File: src/rtl/load_store_unit.sv
// Byte-lane load/store unit: one access at a time, byte enables on a word-addressed memory port.
// Optional misaligned-access trap enabled by defining LSU_MISALIGN_TRAP_EN.
module load_store_unit #(
  parameter int unsigned NBITS = 32
) (
  input  logic             clock,
  input  logic             reset,
  input  logic             req_valid,
  output logic             req_ready,
  input  logic             req_write,
  input  logic [1:0]       req_size,
  input  logic             req_unsigned,
  input  logic [NBITS-1:0] req_addr,
  input  logic [NBITS-1:0] req_wdata,
  output logic             rsp_valid,
  output logic [NBITS-1:0] rsp_rdata,
  output logic             rsp_err,
  output logic             mem_valid,
  input  logic             mem_ready,
  output logic             mem_write,
  output logic [NBITS-3:0] mem_addr,
  output logic [NBITS-1:0] mem_wdata,
  output logic [3:0]       mem_be,
  input  logic [NBITS-1:0] mem_rdata,
  input  logic             mem_rvalid
);

  typedef enum logic [1:0] {StIdle, StReq, StWaitRd, StResp} state_t;

  state_t     state;
  logic [1:0] size_q;
  logic       unsigned_q;
  logic [1:0] lane_q;

  logic [NBITS-1:0] st_wdata;
  logic [3:0]       st_be;
  logic             misalign;

  always_comb begin
    st_wdata = req_wdata;
    st_be    = 4'b1111;
    case (req_size)
      2'b00: begin
        st_wdata = {4{req_wdata[7:0]}};
        st_be    = 4'b0001 << req_addr[1:0];
      end
      2'b01: begin
        st_wdata = {2{req_wdata[15:0]}};
        st_be    = req_addr[1] ? 4'b1100 : 4'b0011;
      end
      default: begin
        st_wdata = req_wdata;
        st_be    = 4'b1111;
      end
    endcase
  end

`ifdef LSU_MISALIGN_TRAP_EN
  assign misalign = (req_size == 2'b01 && req_addr[0]) || (req_size[1] && req_addr[1:0] != 2'b00);
`else
  assign misalign = 1'b0;
`endif

  // Select the addressed lane(s) from the read word and extend to full width.
  function automatic logic [NBITS-1:0] extend_load(input logic [NBITS-1:0] word,
                                                   input logic [1:0] size,
                                                   input logic [1:0] lane,
                                                   input logic uns);
    logic [7:0]  b;
    logic [15:0] h;
    case (lane)
      2'b00:   b = word[7:0];
      2'b01:   b = word[15:8];
      2'b10:   b = word[23:16];
      default: b = word[31:24];
    endcase
    h = lane[1] ? word[31:16] : word[15:0];
    case (size)
      2'b00:   extend_load = uns ? {{(NBITS-8){1'b0}}, b} : {{(NBITS-8){b[7]}}, b};
      2'b01:   extend_load = uns ? {{(NBITS-16){1'b0}}, h} : {{(NBITS-16){h[15]}}, h};
      default: extend_load = word;
    endcase
  endfunction

  always_ff @(posedge clock) begin
    if (reset) begin
      state      <= StIdle;
      req_ready  <= 1'b1;
      rsp_valid  <= 1'b0;
      rsp_rdata  <= '0;
      rsp_err    <= 1'b0;
      mem_valid  <= 1'b0;
      mem_write  <= 1'b0;
      mem_addr   <= '0;
      mem_wdata  <= '0;
      mem_be     <= 4'b0000;
      size_q     <= 2'b00;
      unsigned_q <= 1'b0;
      lane_q     <= 2'b00;
    end else begin
      case (state)
        StIdle: begin
          if (req_valid) begin
            size_q     <= req_size;
            unsigned_q <= req_unsigned;
            lane_q     <= req_addr[1:0];
            req_ready  <= 1'b0;
            if (misalign) begin
              state     <= StResp;
              rsp_valid <= 1'b1;
              rsp_err   <= 1'b1;
              rsp_rdata <= '0;
            end else begin
              state     <= StReq;
              mem_valid <= 1'b1;
              mem_write <= req_write;
              mem_addr  <= req_addr[NBITS-1:2];
              mem_wdata <= st_wdata;
              mem_be    <= req_write ? st_be : 4'b1111;
            end
          end
        end
        StReq: begin
          if (mem_ready) begin
            mem_valid <= 1'b0;
            if (mem_write) begin
              state     <= StResp;
              rsp_valid <= 1'b1;
              rsp_rdata <= '0;
              rsp_err   <= 1'b0;
            end else begin
              state <= StWaitRd;
            end
          end
        end
        StWaitRd: begin
          if (mem_rvalid) begin
            state     <= StResp;
            rsp_valid <= 1'b1;
            rsp_rdata <= extend_load(mem_rdata, size_q, lane_q, unsigned_q);
            rsp_err   <= 1'b0;
          end
        end
        StResp: begin
          state     <= StIdle;
          rsp_valid <= 1'b0;
          rsp_rdata <= '0;
          rsp_err   <= 1'b0;
          req_ready <= 1'b1;
        end
        default: state <= StIdle;
      endcase
    end
  end

endmodule

File: config.mk
export PLATFORM = sky130hd
export DESIGN_NAME = load_store_unit
export DESIGN_NICKNAME = d
export VERILOG_FILES = /design/src/rtl/load_store_unit.sv
export SDC_FILE = /design/constraint.sdc
export NUM_CORES = 1
export LEC_CHECK = 0
export ABC_AREA = 1
export CORE_MARGIN = 3
export CORE_UTILIZATION = 33
export DETAILED_ROUTE_END_ITERATION = 10
export PLACE_DENSITY = 0.67
export SKIP_LAST_GASP = 1
export SLEW_MARGIN = 40
export SYNTH_ARGS = -nofsm -noshare
export SYNTH_HDL_FRONTEND = slang
export SYNTH_SLANG_ARGS = --single-unit
File: constraint.sdc
create_clock -name clock -period 1.95 [get_ports clock]
set_input_delay 0.39 -clock clock [delete_from_list [all_inputs] [get_ports clock]]
set_output_delay 0.39 -clock clock [all_outputs]
set_load 0.03 [all_outputs]
==> results of run 1 <==
-- cells in the final DEF (no fill, tap or decap), types with 9 or more instances in the layout --
cell type        count
inv_1               40
o21ai_0             63
dfxtp_1            108
o221ai_1            14
nand2_1            171
clkdlybuf4s50_1    205
clkbuf_16            9
a21oi_1             66
buf_4               11
nor2_1             137
nand3_1             12
-- metal layers --
| metal | wire, um | vias up |
|---|---|---|
| met5 | 0 | - |
| met4 | 225 | 0 |
| met3 | 1554 | 13 |
| met2 | 6975 | 175 |
| met1 | 7105 | 2263 |
| li1 | - | 2636 |
-- cell families (layout without fill, tap and decap cells) --
| logic type | count (synthesis) | in the layout | share of synthesized area [%] |
|---|---|---|---|
| AND/OR/NAND/NOR | 332 | 332 | 27.24 |
| AO/OA/AOI/OAI | 164 | 164 | 18.83 |
| adder cells (fa/ha/maj) | 4 | 4 | 1.019 |
| flip-flops | 109 | 109 | 44.44 |
| other | 1 | 1 | 0.07638 |
| buffers and inverters | 88 | 284 | 8.384 |
-- worst paths after layout --
| check | depth (start not counted) | from | slack, ps | to |
|---|---|---|---|---|
| setup / recovery | 1 | mem_write | 100 | mem_write |
| hold / removal | 2 | rsp_rdata[10] | 460 | rsp_rdata[10] |
| setup reg to reg | 9 | state[1] | 250 | mem_wdata[16] |
| hold reg to reg | 2 | rsp_rdata[10] | 460 | rsp_rdata[10] |
-- layout make-up --
cell class,count,share of cell area [%]
clock buffers,9,3.009
clock inverters,7,1.421
inverters,45,2.257
multi-input cells,501,30.94
flip-flops and latches,109,29.17
well taps,180,3.009
repair buffers,223,30.19
-- state kept, by name (all words and copies together) (netlist names) --
register,cells
mem_valid,1
req_ready,1
size_q,2
rsp_valid,1
rsp_rdata,32
unsigned_q,1
mem_write,1
mem_addr,30
state,2
mem_wdata,32
mem_be,4
lane_q,2
-- repair_timing --
item	CTS	global route
gates resized for setup	0	1
endpoints found under the setup margin	0	1
setup buffers	0	1
-- power groups by stage --
stage / logic (uW) / clock network (uW) / registers (uW)
3_3_place_gp: 4180 / 0 / 2990
6_report: 4180 / 2040 / 2950
5_1_grt: 4570 / 2190 / 3010
4_1_cts: 4210 / 2100 / 2950
2_1_floorplan: 1840 / 0 / 3740
3_5_place_dp: 4200 / 0 / 2990
-- stage by stage --
stage,cells,area [sq um],utilization (%)
floorplan,698,4910,-
global placement,1057,7144,50.30
detailed placement,1057,7144,50.30
CTS,1073,7476,52.63
global route,1074,7485,52.70
finish,1074,7485,52.70
==> results.yml, run 1 <==
timing:
  fin_ws_ps: 99.68
  slew_headroom_pct: 52.38
  tightestPinTransition_ps: 714.3
  rsz0062_at_grt: "no"
  fin_worst_skew_ps: 10.04
  drv_slew: 0
  fin_crit_sh_pct: 94.89
  finalSetupViolations: 0
  fin_hold_ws_ps: 464.2
  max_freq_mhz: 540.4
  fin_tns_setup_ps: 0
  final.min_clock_period_ps: 1850
  hold_viol: 0
cts:
  numCtsBuffers: 9
  cts-root-buf: "clkbuf_16"
  clk_latency_ps: 350
  clkSinkCount: 109
  cts_max_path_buffers: 2
  clk_pin_slew_ps: 80
  cts_hold_buf: 0
  cts_tree: "yes"
  htreeDepth: 3
finish:
  syn_to_final_growth_pct: 52.45
  antenna_cells: 0
  nNetsFinal: 998
  drive_gt1_share_pct: 6.488
  seqCellArea_sq_mm: 0.002183
  nFillCells: 1415
  multi_input_area_sq_mm: 0.002316
global_routing:
  antenna_found_initial: 0
  grt_use_total_pct: 18.94
  gr-total-overflow: 0
  grt_max_degree: 61
  top_usage_layer: "met2"
  use_met2_pct: 29.79
  grt_pass1_wl_mm: 24.70
  grt_pass1_vias: 4804
  grtUsageMet1_pct: 24.34
  use_met3_pct: 7.250
floorplan:
  io_pins: 208
  initial_core_util_pct: 34.57
  placement_rows: 43
  dieArea_sq_mm: 0.01638
  die_w_um: 128.0
  die_y_um: 128.0
  core_area_sq_mm: 0.01420
synthesis:
  synth_most_common_cell: "nand2_1"
  syn-num-nets: 807
  synth.top_cell.area_share_pct: 44.44
  ys_top_cells_by_area: "dfxtp_1, nand2_1, nor2_1, a21oi_1, o21ai_0"
  ys_types: 28
  async_flop_share_pct: 0
  mappedNetlistArea_sq_mm: 0.004910
  ys.flop_type: "dfxtp_1"
  synthTopCellsByCount: "nand2_1, nor2_1, dfxtp_1"
  yosysWarnings: 0
  yosysTopAreaCell: "dfxtp_1"
  ys_seq_area_share_pct: 44.44
  syn-instance-count: 698
  synth_edf_count: 0
  synth_seq_cells: 109
  syn_avg_cell_area_sq_um: 7.034
placement:
  place_ws_ps: 63.96
  hpwl_mm: 11.55
  io_buffers: 206
  gp_congestion: 0.9060
worst_hold_path:
  hp-class: "register to register"
route:
  first_pass_iters: 5
  vias: 5087
  drc: 0
  wl_per_cell_um: 14.77
  drtAntennaViolNets: 0
  drt_iter0_drc: 328
  viasPerCell: 4.736
  wl_mm: 15.86
run:
  max_cap_violations: 0
critical_path:
  path_buf_inv: 1
  crit_type: "register to primary output"
  critical_path.cell_chain: "clkdlybuf4s50_1"
  worstPathMaxFanout: 4
  crit_path_max_incr_delay_ps: 710
  critical-path-slowest-cell: "clkdlybuf4s50_1"
  cp.arrival_ps: 1460
  cp.required_ps: 1560
  cp-start-kind: "register"
  crit_family: "buffers and inverters"
  endpoint_kind: "primary output"
power:
  p_switching_uw: 3661
  p_seq_share_pct: 32.1
  leakagePower_uw: 0.003050
  powerDensity_mw_per_mm2: 1225
  power.internal_uw: 5507
  combPwrFrac_pct: 45.6
  peakVddDrop_v: 0.0005841
  p_sw_share_pct: 39.93
  finalPower_uw: 9168
  clkPwrFrac_pct: 22.3
outcome:
  outcome: "finished, final reports clean"
Note: power is estimated with default switching activity, not from simulation.
==> run 2: changes to the inputs <==
HOLD_SLACK_MARGIN = 0.08   (was unset)
==> results of run 2 <==
No change in the layout: final DEF, timing and power equal those of run 1.
